**config.mk**
```make
export PLATFORM = sky130hd
export DESIGN_NAME = sobel_core_pipe_flat
export DESIGN_NICKNAME = d
export VERILOG_FILES = /design/src/rtl/sobel_core_pipe_pkg.sv /design/src/rtl/sobel_core_pipe_if.sv /design/src/rtl/sobel_core_pipe_grad.sv /design/src/rtl/sobel_core_pipe.sv /design/src/flat_wrapper.sv
export SDC_FILE = /design/constraint.sdc
export NUM_CORES = 1
export LEC_CHECK = 0
export ABC_CLOCK_PERIOD_IN_PS = 5390
export BUFFER_PORTS_ARGS = -buffer_cell sky130_fd_sc_hd__buf_4
export CAP_MARGIN = 0
export CORE_AREA = 8 8 158 130
export DETAILED_ROUTE_END_ITERATION = 10
export DIE_AREA = 0 0 166 138
export PLACE_DENSITY = 0.61
export SYNTH_ARGS = -nofsm -noshare
export SYNTH_HDL_FRONTEND = slang
export SYNTH_SLANG_ARGS = --single-unit
```
**constraint.sdc**
```tcl
create_clock -name clk -period 5.39 [get_ports clk]
set_clock_uncertainty 0.15 [all_clocks]
set_input_delay 0.2695 -clock clk [delete_from_list [all_inputs] [get_ports clk]]
set_output_delay 0.2695 -clock clk [all_outputs]
set_load 0.05 [all_outputs]
```
**src/rtl/sobel_core_pipe_pkg.sv**
```systemverilog
// sobel_pkg: shared mode encoding, gradient width and window indexing for the Sobel core
package sobel_pkg;
  typedef enum logic [1:0] {SOBEL_BIN, SOBEL_MAG, SOBEL_GX, SOBEL_GY} sobel_mode_e;
  function automatic int grad_w(input int data_w);
    return data_w + 3;
  endfunction
  function automatic int win_idx(input int r, input int c, input int data_w);
    return (3 * r + c) * data_w;
  endfunction
endpackage

```
**src/rtl/sobel_core_pipe_if.sv**
```systemverilog
// sobel_core_pipe_if: window-in / pixel-out stream with valid/ready and end-of-line sideband
// slave  (core side): win_i, mode_i, last_i, in_valid_i, out_ready_i in; in_ready_o, pixel_o, last_o, out_valid_o out
// master (producer/consumer side): the mirror image
interface sobel_core_pipe_if #(parameter int DATA_W = 8, parameter int OUT_W = 8) ();
  logic [9*DATA_W-1:0] win_i;
  logic [1:0]          mode_i;
  logic                last_i;
  logic                in_valid_i;
  logic                in_ready_o;
  logic [OUT_W-1:0]    pixel_o;
  logic                last_o;
  logic                out_valid_o;
  logic                out_ready_i;
  modport slave (input win_i, mode_i, last_i, in_valid_i, out_ready_i,
                 output in_ready_o, pixel_o, last_o, out_valid_o);
  modport master (output win_i, mode_i, last_i, in_valid_i, out_ready_i,
                  input in_ready_o, pixel_o, last_o, out_valid_o);
endinterface

```
**src/rtl/sobel_core_pipe_grad.sv**
```systemverilog
// sobel_grad: combinational 3x3 Sobel kernel producing signed gx/gy from a packed row-major window
// win_i: 9 unsigned pixels, (r,c) at [(3r+c)*DATA_W +: DATA_W]; gx_o/gy_o: signed DATA_W+3 gradients
module sobel_grad
  import sobel_pkg::*;
#(
  parameter int DATA_W = 8,
  localparam int G_W = grad_w(DATA_W)
) (
  input  logic [9*DATA_W-1:0]  win_i,
  output logic signed [G_W-1:0] gx_o,
  output logic signed [G_W-1:0] gy_o
);
  logic signed [G_W-1:0] p [3][3];
  for (genvar r = 0; r < 3; r++) begin : g_r
    for (genvar c = 0; c < 3; c++) begin : g_c
      assign p[r][c] = $signed({3'b000, win_i[win_idx(r, c, DATA_W) +: DATA_W]});
    end
  end
  assign gx_o = (p[0][2] + (p[1][2] <<< 1) + p[2][2]) - (p[0][0] + (p[1][0] <<< 1) + p[2][0]);
  assign gy_o = (p[0][0] + (p[0][1] <<< 1) + p[0][2]) - (p[2][0] + (p[2][1] <<< 1) + p[2][2]);
endmodule

```
**src/rtl/sobel_core_pipe.sv**
```systemverilog
// sobel_core_pipe: 3-stage pipelined Sobel edge core with back-pressure, threshold and edge counter
// clk/rst_n: clock, sync active-low reset; s: window/pixel stream (slave modport);
// thresh_i: BIN threshold, read at stage 3; clear_i: sync clear of edge_cnt_o; edge_cnt_o: saturating hit count
module sobel_core_pipe
  import sobel_pkg::*;
#(
  parameter int DATA_W = 8,
  parameter int OUT_W = 8,
  parameter int CNT_W = 32,
  localparam int G_W = grad_w(DATA_W)
) (
  input  logic               clk,
  input  logic               rst_n,
  sobel_core_pipe_if.slave   s,
  input  logic [G_W-1:0]     thresh_i,
  input  logic               clear_i,
  output logic [CNT_W-1:0]   edge_cnt_o
);
  localparam logic [G_W-1:0] OMAX = G_W'({OUT_W{1'b1}});
  logic                  stall;
  logic signed [G_W-1:0] gx_d, gy_d, gx_q, gy_q;
  logic                  v1_q, v2_q, v3_q, last1_q, last2_q, last3_q, hit_q;
  sobel_mode_e           mode1_q, mode2_q;
  logic [G_W-1:0]        ax, ay, m_d, m2_q;
  logic                  hit_d;
  logic [OUT_W-1:0]      pixel_d, pixel_q;
  logic [CNT_W-1:0]      cnt_d, cnt_q;
  sobel_grad #(.DATA_W(DATA_W)) u_grad (.win_i(s.win_i), .gx_o(gx_d), .gy_o(gy_d));
  // Whole pipe freezes while the output register holds an unaccepted pixel
  assign stall = v3_q && !s.out_ready_i;
  assign s.in_ready_o = rst_n && !stall;
  assign s.out_valid_o = v3_q;
  assign s.pixel_o = pixel_q;
  assign s.last_o = last3_q;
  assign edge_cnt_o = cnt_q;
  always_comb begin
    ax = gx_q[G_W-1] ? $unsigned(-gx_q) : $unsigned(gx_q);
    ay = gy_q[G_W-1] ? $unsigned(-gy_q) : $unsigned(gy_q);
    m_d = mode1_q == SOBEL_GX ? ax : mode1_q == SOBEL_GY ? ay : ax + ay;
    hit_d = m2_q > thresh_i;
    pixel_d = mode2_q == SOBEL_BIN ? {OUT_W{hit_d}} : (m2_q > OMAX ? '1 : m2_q[OUT_W-1:0]);
    cnt_d = clear_i ? '0 : (v3_q && s.out_ready_i && hit_q && cnt_q != '1) ? cnt_q + CNT_W'(1) : cnt_q;
  end
  always_ff @(posedge clk) begin
    if (!rst_n) begin
      {v1_q, v2_q, v3_q, last1_q, last2_q, last3_q, hit_q} <= '0;
      gx_q <= '0;
      gy_q <= '0;
      m2_q <= '0;
      mode1_q <= SOBEL_BIN;
      mode2_q <= SOBEL_BIN;
      pixel_q <= '0;
      cnt_q <= '0;
    end else begin
      cnt_q <= cnt_d;
      if (!stall) begin
        v1_q <= s.in_valid_i;
        gx_q <= gx_d;
        gy_q <= gy_d;
        mode1_q <= sobel_mode_e'(s.mode_i);
        last1_q <= s.last_i;
        v2_q <= v1_q;
        m2_q <= m_d;
        mode2_q <= mode1_q;
        last2_q <= last1_q;
        v3_q <= v2_q;
        pixel_q <= pixel_d;
        last3_q <= last2_q;
        hit_q <= hit_d;
      end
    end
  end
endmodule
```
**src/flat_wrapper.sv**
```systemverilog
// flat-port wrapper written by rule: the top's interface ports become plain ports
module sobel_core_pipe_flat import sobel_pkg::*;
#(
  parameter int DATA_W = 8,
  parameter int OUT_W = 8,
  parameter int CNT_W = 32,
  localparam int G_W = grad_w(DATA_W)
)
  (clk, rst_n, thresh_i, clear_i, edge_cnt_o, s_win_i, s_mode_i, s_last_i, s_in_valid_i, s_out_ready_i, s_in_ready_o, s_pixel_o, s_last_o, s_out_valid_o);
  sobel_core_pipe_if #(.DATA_W(DATA_W), .OUT_W(OUT_W)) s_i ();
  input  logic clk;
  input  logic rst_n;
  input  logic [G_W-1:0] thresh_i;
  input  logic clear_i;
  output logic [CNT_W-1:0] edge_cnt_o;
  input wire logic [$bits(s_i.win_i)-1:0] s_win_i;
  input wire logic [$bits(s_i.mode_i)-1:0] s_mode_i;
  input wire logic [$bits(s_i.last_i)-1:0] s_last_i;
  input wire logic [$bits(s_i.in_valid_i)-1:0] s_in_valid_i;
  input wire logic [$bits(s_i.out_ready_i)-1:0] s_out_ready_i;
  output wire logic [$bits(s_i.in_ready_o)-1:0] s_in_ready_o;
  output wire logic [$bits(s_i.pixel_o)-1:0] s_pixel_o;
  output wire logic [$bits(s_i.last_o)-1:0] s_last_o;
  output wire logic [$bits(s_i.out_valid_o)-1:0] s_out_valid_o;
  assign s_i.win_i = s_win_i;
  assign s_i.mode_i = s_mode_i;
  assign s_i.last_i = s_last_i;
  assign s_i.in_valid_i = s_in_valid_i;
  assign s_i.out_ready_i = s_out_ready_i;
  assign s_in_ready_o = s_i.in_ready_o;
  assign s_pixel_o = s_i.pixel_o;
  assign s_last_o = s_i.last_o;
  assign s_out_valid_o = s_i.out_valid_o;
  sobel_core_pipe #(.DATA_W(DATA_W), .OUT_W(OUT_W), .CNT_W(CNT_W)) u_core (.clk(clk), .rst_n(rst_n), .s(s_i), .thresh_i(thresh_i), .clear_i(clear_i), .edge_cnt_o(edge_cnt_o));
endmodule
```
==> results.txt, run 1 <==
----------------------------------------------------
[Power]
  Pwr Density ... between 400 and 500 mW/mm^2
  Leakage power of the design ... ~3.8 nW
  Power after layout ... around 4.1 mW
  Peak supply drop ... between 0.0002 and 0.0003 V

[Critical path]
  Most frequent cell on the critical path ... fa_1
  Data required, critical path ... roughly 5.5 ns
  Cell with the largest stage delay on the worst path ... fa_1
  Category of the worst setup path launch point ... primary input
  Ordered list of cells on the worst path ... buf_4, ha_1, fa_1, a21o_1, a21oi_1, o21bai_1, a21oi_1, xor2_1, fa_1, fa_1, inv_1, fa_1, inv_1, ha_1, a31oi_1, xnor2_1, nand2_1, a21oi_1
  Max FO, Critical Path ... 3
  Max stage delay on crit path ... between 0.5 and 0.6 ns
  Element type at the critical path end ... flop
  Arrival time worst endpoint ... 4.53 ns
  Kind of cell adding the most delay to the critical path ... adder cells
  Type of the setup path with the least slack ... in2reg
  WP buf/inv ... 3

[Timing]
  Worst Tran Pin Value ... between 1 and 1.5 ns
  Final slew viol count ... 0
  Setup repair after global routing missed its margin ... no
  Max-Slew Margin vs Limit ... a little under a third
  Setup TNS ... 0 ns
  Total count of hold-check failures in the final report ... 0
  Final Critical Period ... between 4 and 5 ns
  Maximum operating frequency ... approximately 230 MHz
  Part of the cycle the worst path needs ... approximately 80%
  Setup violators final ... 0

[Place]
  Number of input and output port buffers inserted ... roughly 130
  RePlAce Congestion ... between 0.8 and 0.9
  Placed wire-length estimate ... approximately 13 mm

[Floorplanning]
  Effective utilization at floorplan ... about two fifths
  Core box area ... between 0.015 and 0.02 mm^2
  Height of the die ... 138 um
  Die area ... 0.0229 mm^2
  Site row count ... between 40 and 50
  IO Count ... 134
  DIE WIDTH ... ~170 um

[Layout]
  Fill cell total of the finished layout ... ~1800
  Area Overhead vs Synth ... 21.0%
  Share of post-route cells with drive strength above 1 ... ~17%
  Total inserted antenna cells ... 0
  # nets final ... between 1000 and 1500

[Clocking]
  CTS tree ... built
  Worst-Skew Late Latency ... 0.34 ns
  Clock buffer depth ... 2
  Clock sinks ... 84
  Library cell used as clock root buffer ... clkbuf_16
  Post-CTS repair timing setup buffer count ... 0
  Post-CTS Hold Buffers ... 0
  CTS buffer count ... 9
  Clock-pin transition on the worst setup and hold timing paths ... 0.06 ns
  Depth of the CTS H-tree ... 3
  PostCTS Resize Cnt ... 0

[Synthesis]
  Synthesized area per cell ... about 8.6 um^2
  Cell variety after synth ... 60
  Ys Warns ... 0
  Fraction of synthesis flops using an asynchronous set or reset pin ... 0%
  Top flip-flop cell by instance count after synthesis ... dfxtp_1
  Cells after Synth ... between 800 and 900
  Netlist Area Pre-Place ... ~0.0070 mm^2
  Synth Net Count ... ~1000
  Proportion of synthesized chip area in sequential cells ... 23.9%
  Number of synthesized register bits ... 84
  Number of synthesized flops with an enable pin ... 0

[Global routing]
  Busiest layer in global routing ... met2
  Met2 routing resource usage after global routing ... a little under a quarter
  Met1 track demand over resource ... between 20% and 30%
  Tot GR Track Use ... 14.8%
  Vias in the first global route ... 6106
  Wire length of the first global-routing pass ... about 29 mm
  Maximum number of pins on one net before global-route repair ... between 40 and 50
  Total overflow reported by the global router ... 0
  GR Util met3 ... between 3 and 4%
  Antenna violations before repair ... 0

[Outcome]
  Run status ... finished clean

[Detailed routing]
  Sum of routed wire length over all layers ... approximately 17 mm
  Remaining antenna violation count ... 0
  Post-detailed-route via-to-cell ratio ... 5.11
  Detailed Route Iter0 Violations ... roughly 370
  Detailed Routing Iterations Pass 1 ... 4
  Detailed-route via count ... around 6000
  Drc violations ... 0
  Wire length per cell ... approximately 14 um

[Worst hold path]
  Class of the most critical hold timing path ... in2reg

[Run]
  Total of max-cap violations ... 0

----------------------------------------------------
## registers in the layout (all words and copies together), names as in the netlist
name and flops:
u_core.edge_cnt_o 32, u_core.gx_q 11, u_core.gy_q 11, u_core.hit_q 1, u_core.last1_q 1, u_core.last2_q 1
u_core.m2_q 11, u_core.mode1_q 2, u_core.mode2_q 2, u_core.s.last_o 1, u_core.s.out_valid_o 1, u_core.s.pixel_o 8
u_core.v1_q 1, u_core.v2_q 1
## area by class of cell
type	count	area (um^2)	area share, %
Tap cell	230	288	3.39
Multi-Input combinational cell	605	4830	56.9
Inverter	107	402	4.73
Clock inverter	6	86.3	1.02
Sequential cell	84	1680	19.8
Timing Repair Buffer	129	968	11.4
Clock buffer	10	239	2.81
## cell usage in the layout (no fill, tap or decap), types with 16 or more instances in the layout
| master | synthesis | routed |
|---|---|---|
| nor3_1 | 23 | 23 |
| xnor2_1 | 38 | 38 |
| buf_4 | 1 | 129 |
| nand4_1 | 16 | 16 |
| fa_1 | 56 | 56 |
| dfxtp_1 | 84 | 84 |
| inv_1 | 107 | 107 |
| a21oi_1 | 43 | 43 |
| nor2_1 | 67 | 67 |
| nand3_1 | 20 | 20 |
| o21ai_0 | 38 | 38 |
| or3_1 | 16 | 16 |
| ha_1 | 59 | 59 |
| xor2_1 | 23 | 23 |
| nand2_1 | 66 | 66 |
## routing by layer
layer,up-vias,wire length (um)
met4,0,99
li1,3051,-
met5,-,0
met2,97,7430
met3,11,725
met1,2821,8510
## worst min-delay path, stage by stage
cell and delay, ns:
buf_4 0.11, nand2_1 0.04, a21oi_1 0.05
## power breakdown
| part | total, mW | internal, mW | switching (mW) |
|---|---|---|---|
| sequential | 0.890 | 0.750 | 0.140 |
| combinational | 2.50 | 1.16 | 1.34 |
| clock | 0.673 | 0.418 | 0.255 |
## path summary, 6_finish.rpt
| path | start | end | slack [ns] | depth (start not counted) |
|---|---|---|---|---|
| setup / recovery | s_win_i[49] | u_core.gy_q[8] | 0.98 | 18 |
| hold / removal | s_last_i | u_core.last1_q | 0.03 | 3 |
| setup reg to reg | u_core.gy_q[0] | u_core.m2_q[10] | 2.02 | 12 |
| hold reg to reg | u_core.last1_q | u_core.last1_q | 0.30 | 2 |
## synth_stat cells (all sizes together), types with 11 or more instances
cell type  instances  area (um^2)
nand3             20          100
xor2              23          201
ha                59          738
nand4             16          100
o21ai             38          190
fa                56         1120
nor3              23          115
a21oi             43          215
or3               18          119
a21o              11         82.6
a211oi            11         82.6
inv              107          402
xnor2             38          333
nand2             66          248
clkbuf            19         71.3
nor2              67          251
dfxtp             84         1680
## stage by stage
step	utilization (%)	cell area, um^2	hold WS, ns	instances	setup slack, ns
5_1_grt	47.5	8500	0.0241	1171	0.579
3_3_place_gp	45.7	8170	0.291	1155	0.643
6_report	47.5	8500	0.0273	1171	0.982
3_5_place_dp	45.7	8170	0.295	1155	0.616
2_1_floorplan	-	7020	0.260	821	1.10
4_1_cts	47.5	8500	0.0180	1171	0.962
## cell families (layout without fill, tap and decap cells)
family,count (synthesis),in the layout,share of synthesized area [%]
compound gates,169,169,15.9
buf+inv,132,252,7.36
fa+ha+maj,115,115,26.5
mux,7,7,0.998
simple gates,253,253,17.7
xor+xnor,61,61,7.61
flops,84,84,23.9
Note: power is estimated with default switching activity, not from simulation.
==> run 2: changes to the inputs <==
- ABC_CLOCK_PERIOD_IN_PS: 5390 -> 4000
- PLACE_DENSITY: 0.61 -> 0.63
- clock period: 5.39 -> 4 ns (I/O delays scaled with it)
==> results.txt, run 2 (same netlist as run 1, synthesis figures left out) <==
----------------------------------------------------
[Detailed routing]
  Remaining antenna violation count ... 0 (unchanged)
  Detailed-route via count ... 6058 (+1.3%)
  Sum of routed wire length over all layers ... 17.3 mm (+2.9%)
  Detailed Route Iter0 Violations ... 312 (-16%)
  Detailed Routing Iterations Pass 1 ... 5 (+1)
  Wire length per cell ... 14.4 um (+0.62%)
  Drc violations ... 0 (unchanged)
  Post-detailed-route via-to-cell ratio ... 5.06 (-0.98%)

[Timing]
  Final Critical Period ... ~4.0 ns
  Final Worst Setup Slack ... 0.0144 ns (-0.967 ns)
  Total count of hold-check failures in the final report ... 0 (unchanged)
  Max-Slew Margin vs Limit ... 28.0% (-2.3 points)
  Setup TNS ... 0 ns (unchanged)
  Setup repair after global routing missed its margin ... yes
  Final slew viol count ... 0 (unchanged)
  Setup violators final ... 0 (unchanged)
  Part of the cycle the worst path needs ... approximately 100%
  Worst Tran Pin Value ... 1.07 ns (+0.0273 ns)
  Maximum operating frequency ... between 200 and 300 MHz

[Power]
  Pwr Density ... 668 mW/mm^2 (+40%)
  Peak supply drop ... 0.000339 V (+30%)
  Leakage power of the design ... 3.99 nW (+4.4%)
  Power after layout ... 5.95 mW (+46%)

[Floorplanning]
  IO Count ... 134 (unchanged)
  DIE WIDTH ... 166 um (unchanged)
  Core box area ... 0.0179 mm^2 (unchanged)
  Height of the die ... 138 um (unchanged)
  Die area ... 0.0229 mm^2 (unchanged)
  Site row count ... 44 (unchanged)
  Effective utilization at floorplan ... 39.3% (unchanged)

[Layout]
  Flip-flop count of the largest register after layout ... 32 (unchanged)
  Most frequent standard cell in the layout excluding fill and tap cells ... buf_4
  # nets final ... 1169 (+2.4%)
  Utilization after layout ... 49.7% (+2.2 points)
  Area Overhead vs Synth ... 26.7%
  Share of post-route cells with drive strength above 1 ... 21.6% (+4.3 points)
  Commonest non-fill, non-tap cells in the layout ... 145 x buf_4, 106 x inv_1, 84 x dfxtp_1, 67 x nor2_1, 66 x nand2_1
  Total inserted antenna cells ... 0 (unchanged)
  Cell Count, Final, Fillers Out ... 1198 (+2.3%)

[Clocking]
  CTS buffer count ... 9 (unchanged)
  Clock-pin transition on the worst setup and hold timing paths ... 0.06 ns (about the same)
  CTS tree ... built
  Worst-Skew Late Latency ... 0.34 ns (about the same)
  Depth of the CTS H-tree ... 3 (unchanged)
  Clock buffer depth ... 2 (unchanged)
  Clock sinks ... 84 (unchanged)
  Library cell used as clock root buffer ... clkbuf_16

[Global routing]
  Tot GR Track Use ... 15.2% (+0.31 points)
  Vias in the first global route ... 6082 (-0.39%)
  Maximum number of pins on one net before global-route repair ... 49 (unchanged)
  Wire length of the first global-routing pass ... 29.6 mm (+1.9%)
  Total overflow reported by the global router ... 0 (unchanged)
  Antenna violations before repair ... 0 (unchanged)

[Critical path]
  Max stage delay on crit path ... 0.54 ns (+0.03 ns)
  Data required, critical path ... 4.10 ns (-1.41 ns)
  Type of the setup path with the least slack ... in2reg
  WP buf/inv ... 3 (unchanged)
  Category of the worst setup path launch point ... primary input
  Arrival time worst endpoint ... 4.09 ns (-0.44 ns)
  Most frequent cell on the critical path ... fa_1
  Max FO, Critical Path ... 3 (unchanged)
  Kind of cell adding the most delay to the critical path ... adder cells
  Element type at the critical path end ... flop
  Cell with the largest stage delay on the worst path ... fa_1
  Ordered list of cells on the worst path ... buf_8, ha_4, fa_2, a21o_1, a21oi_2, o21bai_2, a21oi_2, xor2_2, fa_1, fa_1, inv_1, fa_1, inv_2, ha_4, nor3_2, nor2_1, o41ai_2, nand4_1, o211ai_1

[Place]
  RePlAce Congestion ... 0.824 (+1.1%)
  Number of input and output port buffers inserted ... 125 (unchanged)
  Placed wire-length estimate ... 13.7 mm (+2.0%)
  Pre-CTS setup slack ... -0.402 ns (-1.02 ns)
  Placed cell count ... 1174 (+1.6%)

[Run]
  Total of max-cap violations ... 0 (unchanged)

[Worst hold path]
  Class of the most critical hold timing path ... in2reg

[Outcome]
  Run status ... finished clean

----------------------------------------------------
==> run 2: changes by cell type in the layout (fill, tap and decap cells not counted), moves of 4 or more <==
cell | before | now
a21oi_2 | 0 | 5
o21ai_2 | 0 | 4
buf_4 | 129 | 145
a21oi_1 | 43 | 38
o21ai_0 | 38 | 32
dlygate4sd3_1 | 0 | 5
buf_6 | 0 | 5
==> run 2: final timing paths <==
check / depth (start not counted) / end / slack [ns] / start
worst max-delay path: 19 / u_core.gy_q[9] / 0.01 / s_win_i[49]
worst min-delay path: 2 / u_core.m2_q[4] / 0.11 / rst_n
worst max register to register: 12 / u_core.m2_q[10] / 0.66 / u_core.gy_q[0]
worst min register to register: 2 / u_core.v1_q / 0.31 / u_core.v1_q
==> run 2: report_power, final <==
| group | leakage, nW | internal [mW] | switching, mW | total, mW |
|---|---|---|---|---|
| registers | 0.688 | 1.01 | 0.189 | 1.20 |
| logic | 3.14 | 1.84 | 1.98 | 3.83 |
| clock network | 0.163 | 0.558 | 0.363 | 0.921 |
| total | 3.99 | 3.41 | 2.53 | 5.95 |
==> run 2: layer usage <==
metal	track usage, %	vias up	wire length, um
li1	-	3099	-
met1	21.1	2851	8750
met2	24.0	102	7740
met3	3.70	6	714
met4	1.86	0	54
met5	0	-	0
==> run 2: what timing repair did <==
item / 4_1_cts / 5_1_grt
resized for setup: 3 / 27
setup endpoints to repair: 2 / 7
hold buffers: 5 / 0
pin swaps: 2 / 28
hold endpoints to repair: 5 / 0
buffers inserted: 0 / 3
==> run 2: cell type report <==
cell class	instances	area [um^2]
clock buffer	9	225
fill	1683	9000
multi-input combinational	605	4980
sequential	84	1680
timing repair buffer	156	1210
clock inverter	7	106
tap	230	288
inverter	107	402
==> run 2: worst reg2reg max path, cell delays in order (launching register included) <==
cell and delay [ns]:
dfxtp_1 0.35, inv_1 0.07, ha_1 0.17, or3b_1 0.38
or3_4 0.36, nand2_1 0.09, xnor2_1 0.09, ha_1 0.27
or4_1 0.51, o22a_1 0.22, a31oi_1 0.24, a21boi_1 0.19
a211oi_1 0.08
==> run 2: per-stage QoR <==
stage	instance area [um^2]	hold WS (ns)
CTS	8750	0.0954
floorplan	7070	0.190
detailed placement	8360	0.298
finish	8900	0.107
global route	8900	0.103
global placement	8360	0.290
==> run 3: changes to the inputs <==
- ABC_AREA: default -> 1
- CAP_MARGIN: 0 -> 20
- CORE_AREA: 8 8 158 130 -> 8 8 169 139
- DIE_AREA: 0 0 166 138 -> 0 0 177 147
==> results.txt, run 3 <==
----------------------------------------------------
[Synthesis]
  Netlist Area Pre-Place ... 0.00815 mm^2 (+16%)
  Ys Warns ... 0 (unchanged)
  Top flip-flop cell by instance count after synthesis ... dfxtp_1
  Fraction of synthesis flops using an asynchronous set or reset pin ... 0% (unchanged)
  Cells after Synth ... 1165 (+42%)
  Cell with the most instances after synthesis ... nand2_1
  Synthesized area per cell ... 7.00 um^2 (-18%)
  Top cell type by total area after synthesis ... dfxtp_1
  Area share of the largest cell type after synthesis ... 20.6% (-3.3 points)
  Proportion of synthesized chip area in sequential cells ... 20.6% (-3.3 points)
  Top cells by area, synth ... dfxtp_1 21%, fa_1 14%, nand2_1 12%, ha_1 9.1%, inv_1 8.9%
  Number of synthesized flops with an enable pin ... 0 (unchanged)
  Commonest cells post-synth ... 264 x nand2_1, 193 x inv_1, 123 x nor2_1
  Cell variety after synth ... 42 (-30%)
  Synth Net Count ... 1371 (+33%)
  Number of synthesized register bits ... 84 (unchanged)

[Detailed routing]
  Post-detailed-route via-to-cell ratio ... 4.84 (-4.2%)
  Detailed Routing Iterations Pass 1 ... 5 (unchanged)
  Detailed Route Iter0 Violations ... 514 (+65%)
  Drc violations ... 0 (unchanged)
  Detailed-route via count ... 7648 (+26%)
  Remaining antenna violation count ... 0 (unchanged)
  Wire length per cell ... 13.7 um (-5.1%)
  Sum of routed wire length over all layers ... 21.6 mm (+25%)

[Critical path]
  Ordered list of cells on the worst path ... buf_6, ha_4, fa_2, nand3_2, nand3_4, a21oi_2, o21bai_2, xnor2_2, fa_1, fa_1, inv_1, fa_1, inv_2, ha_4, a21o_1, a21boi_1, nand3_1, or2_4, nand3_2, nand2_1, inv_1
  Max stage delay on crit path ... 0.52 ns (-0.02 ns)
  WP buf/inv ... 4 (+1)
  Most frequent cell on the critical path ... fa_1
  Element type at the critical path end ... flop
  Data required, critical path ... 4.14 ns (+0.04 ns)
  Cell with the largest stage delay on the worst path ... fa_1
  Arrival time worst endpoint ... 4.08 ns (about the same)
  Kind of cell adding the most delay to the critical path ... adder cells
  Max FO, Critical Path ... 3 (unchanged)
  Type of the setup path with the least slack ... in2reg
  Category of the worst setup path launch point ... primary input

[Power]
  Peak supply drop ... 0.000286 V (-16%)
  Leakage power of the design ... 4.76 nW (+19%)
  Pwr Density ... 596 mW/mm^2 (-11%)

[Layout]
  # nets final ... 1506 (+29%)
  Flip-flop count of the largest register after layout ... 32 (unchanged)
  Total inserted antenna cells ... 0 (unchanged)
  Share of post-route cells with drive strength above 1 ... 19.9% (-1.7 points)
  Area Overhead vs Synth ... 21.9%
  Commonest non-fill, non-tap cells in the layout ... 263 x nand2_1, 189 x inv_1, 146 x buf_4, 120 x nor2_1, 84 x dfxtp_1
  Most frequent standard cell in the layout excluding fill and tap cells ... nand2_1

[Worst hold path]
  Class of the most critical hold timing path ... in2reg

[Place]
  RePlAce Congestion ... 0.913 (+11%)
  Placed wire-length estimate ... 17.5 mm (+28%)
  Number of input and output port buffers inserted ... 125 (unchanged)
  Pre-CTS setup slack ... -0.411 ns (-0.00832 ns)

[Floorplanning]
  Core box area ... 0.0210 mm^2 (+17%)
  Die area ... 0.0260 mm^2 (+14%)
  Effective utilization at floorplan ... 38.9% (-0.35 points)
  DIE WIDTH ... 177 um (+6.6%)
  Site row count ... 48 (+9.1%)
  IO Count ... 134 (unchanged)
  Height of the die ... 147 um (+6.5%)

[Clocking]
  CTS tree ... built
  Worst-Skew Late Latency ... 0.34 ns (about the same)
  Clock buffer depth ... 2 (unchanged)
  Clock sinks ... 84 (unchanged)
  CTS buffer count ... 9 (unchanged)
  Clock-pin transition on the worst setup and hold timing paths ... 0.07 ns (about the same)
  Library cell used as clock root buffer ... clkbuf_16
  Depth of the CTS H-tree ... 3 (unchanged)

[Global routing]
  Tot GR Track Use ... 16.6% (+1.4 points)
  Antenna violations before repair ... 0 (unchanged)
  Vias in the first global route ... 7601 (+25%)
  Maximum number of pins on one net before global-route repair ... 49 (unchanged)
  Total overflow reported by the global router ... 0 (unchanged)
  Wire length of the first global-routing pass ... 36.1 mm (+22%)

[Timing]
  Setup repair after global routing missed its margin ... yes
  Maximum operating frequency ... 254 MHz (+1.4%)
  Part of the cycle the worst path needs ... 98.3% (-1.4 points)
  Worst Tran Pin Value ... 0.869 ns (-0.198 ns)
  Total count of hold-check failures in the final report ... 0 (unchanged)
  Setup TNS ... 0 ns (unchanged)
  Final Worst Setup Slack ... 0.0688 ns (+0.0544 ns)
  Final Critical Period ... 3.93 ns (-0.0544 ns)
  Max-Slew Margin vs Limit ... 41.9% (+14 points)
  Final slew viol count ... 0 (unchanged)
  Setup violators final ... 0 (unchanged)

[Run]
  Total of max-cap violations ... 0 (unchanged)

[Outcome]
  Run status ... finished clean

----------------------------------------------------
## run 3: cell types whose count changed after synthesis, sizes merged, moves of 30 or more
cell   delta
inv      +90
nor2     +59
nand2   +226
nand3    +39
a21oi    +45
xnor2    -30
## run 3: tightest hold or removal path, cell delays in order
cell	delay [ns]
buf_4	0.07
o21ai_0	0.08
a21oi_1	0.11
## run 3: path summary, 6_finish.rpt
kind	start	to	slack [ns]	cells past startpoint
worst max-delay path	s_win_i[49]	u_core.gy_q[10]	0.07	21
worst min-delay path	s_mode_i[1]	u_core.mode1_q[1]	0.01	3
worst max register to register	u_core.gx_q[0]	u_core.m2_q[9]	1.20	14
worst min register to register	u_core.v2_q	u_core.s.out_valid_o	0.32	2
## run 3: cells by family after synthesis
kind of cell | after synthesis | synth area share (%)
and+or+nand+nor | 519 | 27.7
AOI/OAI and AO/OA | 183 | 13.5
adders and majority gates | 115 | 22.8
DFF | 84 | 20.6
xor gates and xnor gates | 39 | 4.19
buffers and inverters | 225 | 11.2
## run 3: power by group
part / leakage (nW) / internal, mW / switching [mW] / total, mW
Clock: 0.156 / 0.545 / 0.361 / 0.906
Sequential: 0.689 / 1.00 / 0.139 / 1.14
Combinational: 3.92 / 1.59 / 2.28 / 3.88
## run 3: final cells by class
cell class | instances | area, um^2
Sequential cell | 84 | 1680
Multi-Input combinational cell | 856 | 5710
Timing Repair Buffer | 151 | 1150
Tap cell | 275 | 344
Fill cell | 2094 | 11000
Clock inverter | 6 | 87.6
Clock buffer | 9 | 225
Inverter | 198 | 748
## run 3: routing by layer
layer / up-vias / wire length (um) / track usage [%]
met1: 3545 / 10200 / 22.5
met4: 0 / 186 / 2.64
met2: 149 / 10100 / 27.3
met5: - / 0 / 0
met3: 18 / 1080 / 3.08
li1: 3936 / - / -
## run 3: timing repair
item	CTS	global route
setup buffers	0	1
pin swaps	5	11
hold buffers	3	0
endpoints found under the setup margin	1	6
hold endpoints to repair	3	0
resized for setup	2	21
## run 3: metrics by stage
stage,util [%],std cells,power [mW],hold slack (ns),cell area (um^2)
after floorplan,-,1165,3.86,0.217,8200
after global placement,45.2,1560,4.85,0.302,9480
after detailed placement,45.2,1560,4.88,0.312,9480
after CTS,46.9,1578,5.81,0.0200,9830
after global routing,47.4,1579,6.55,0.0426,9940
final,47.4,1579,5.92,0.0118,9940
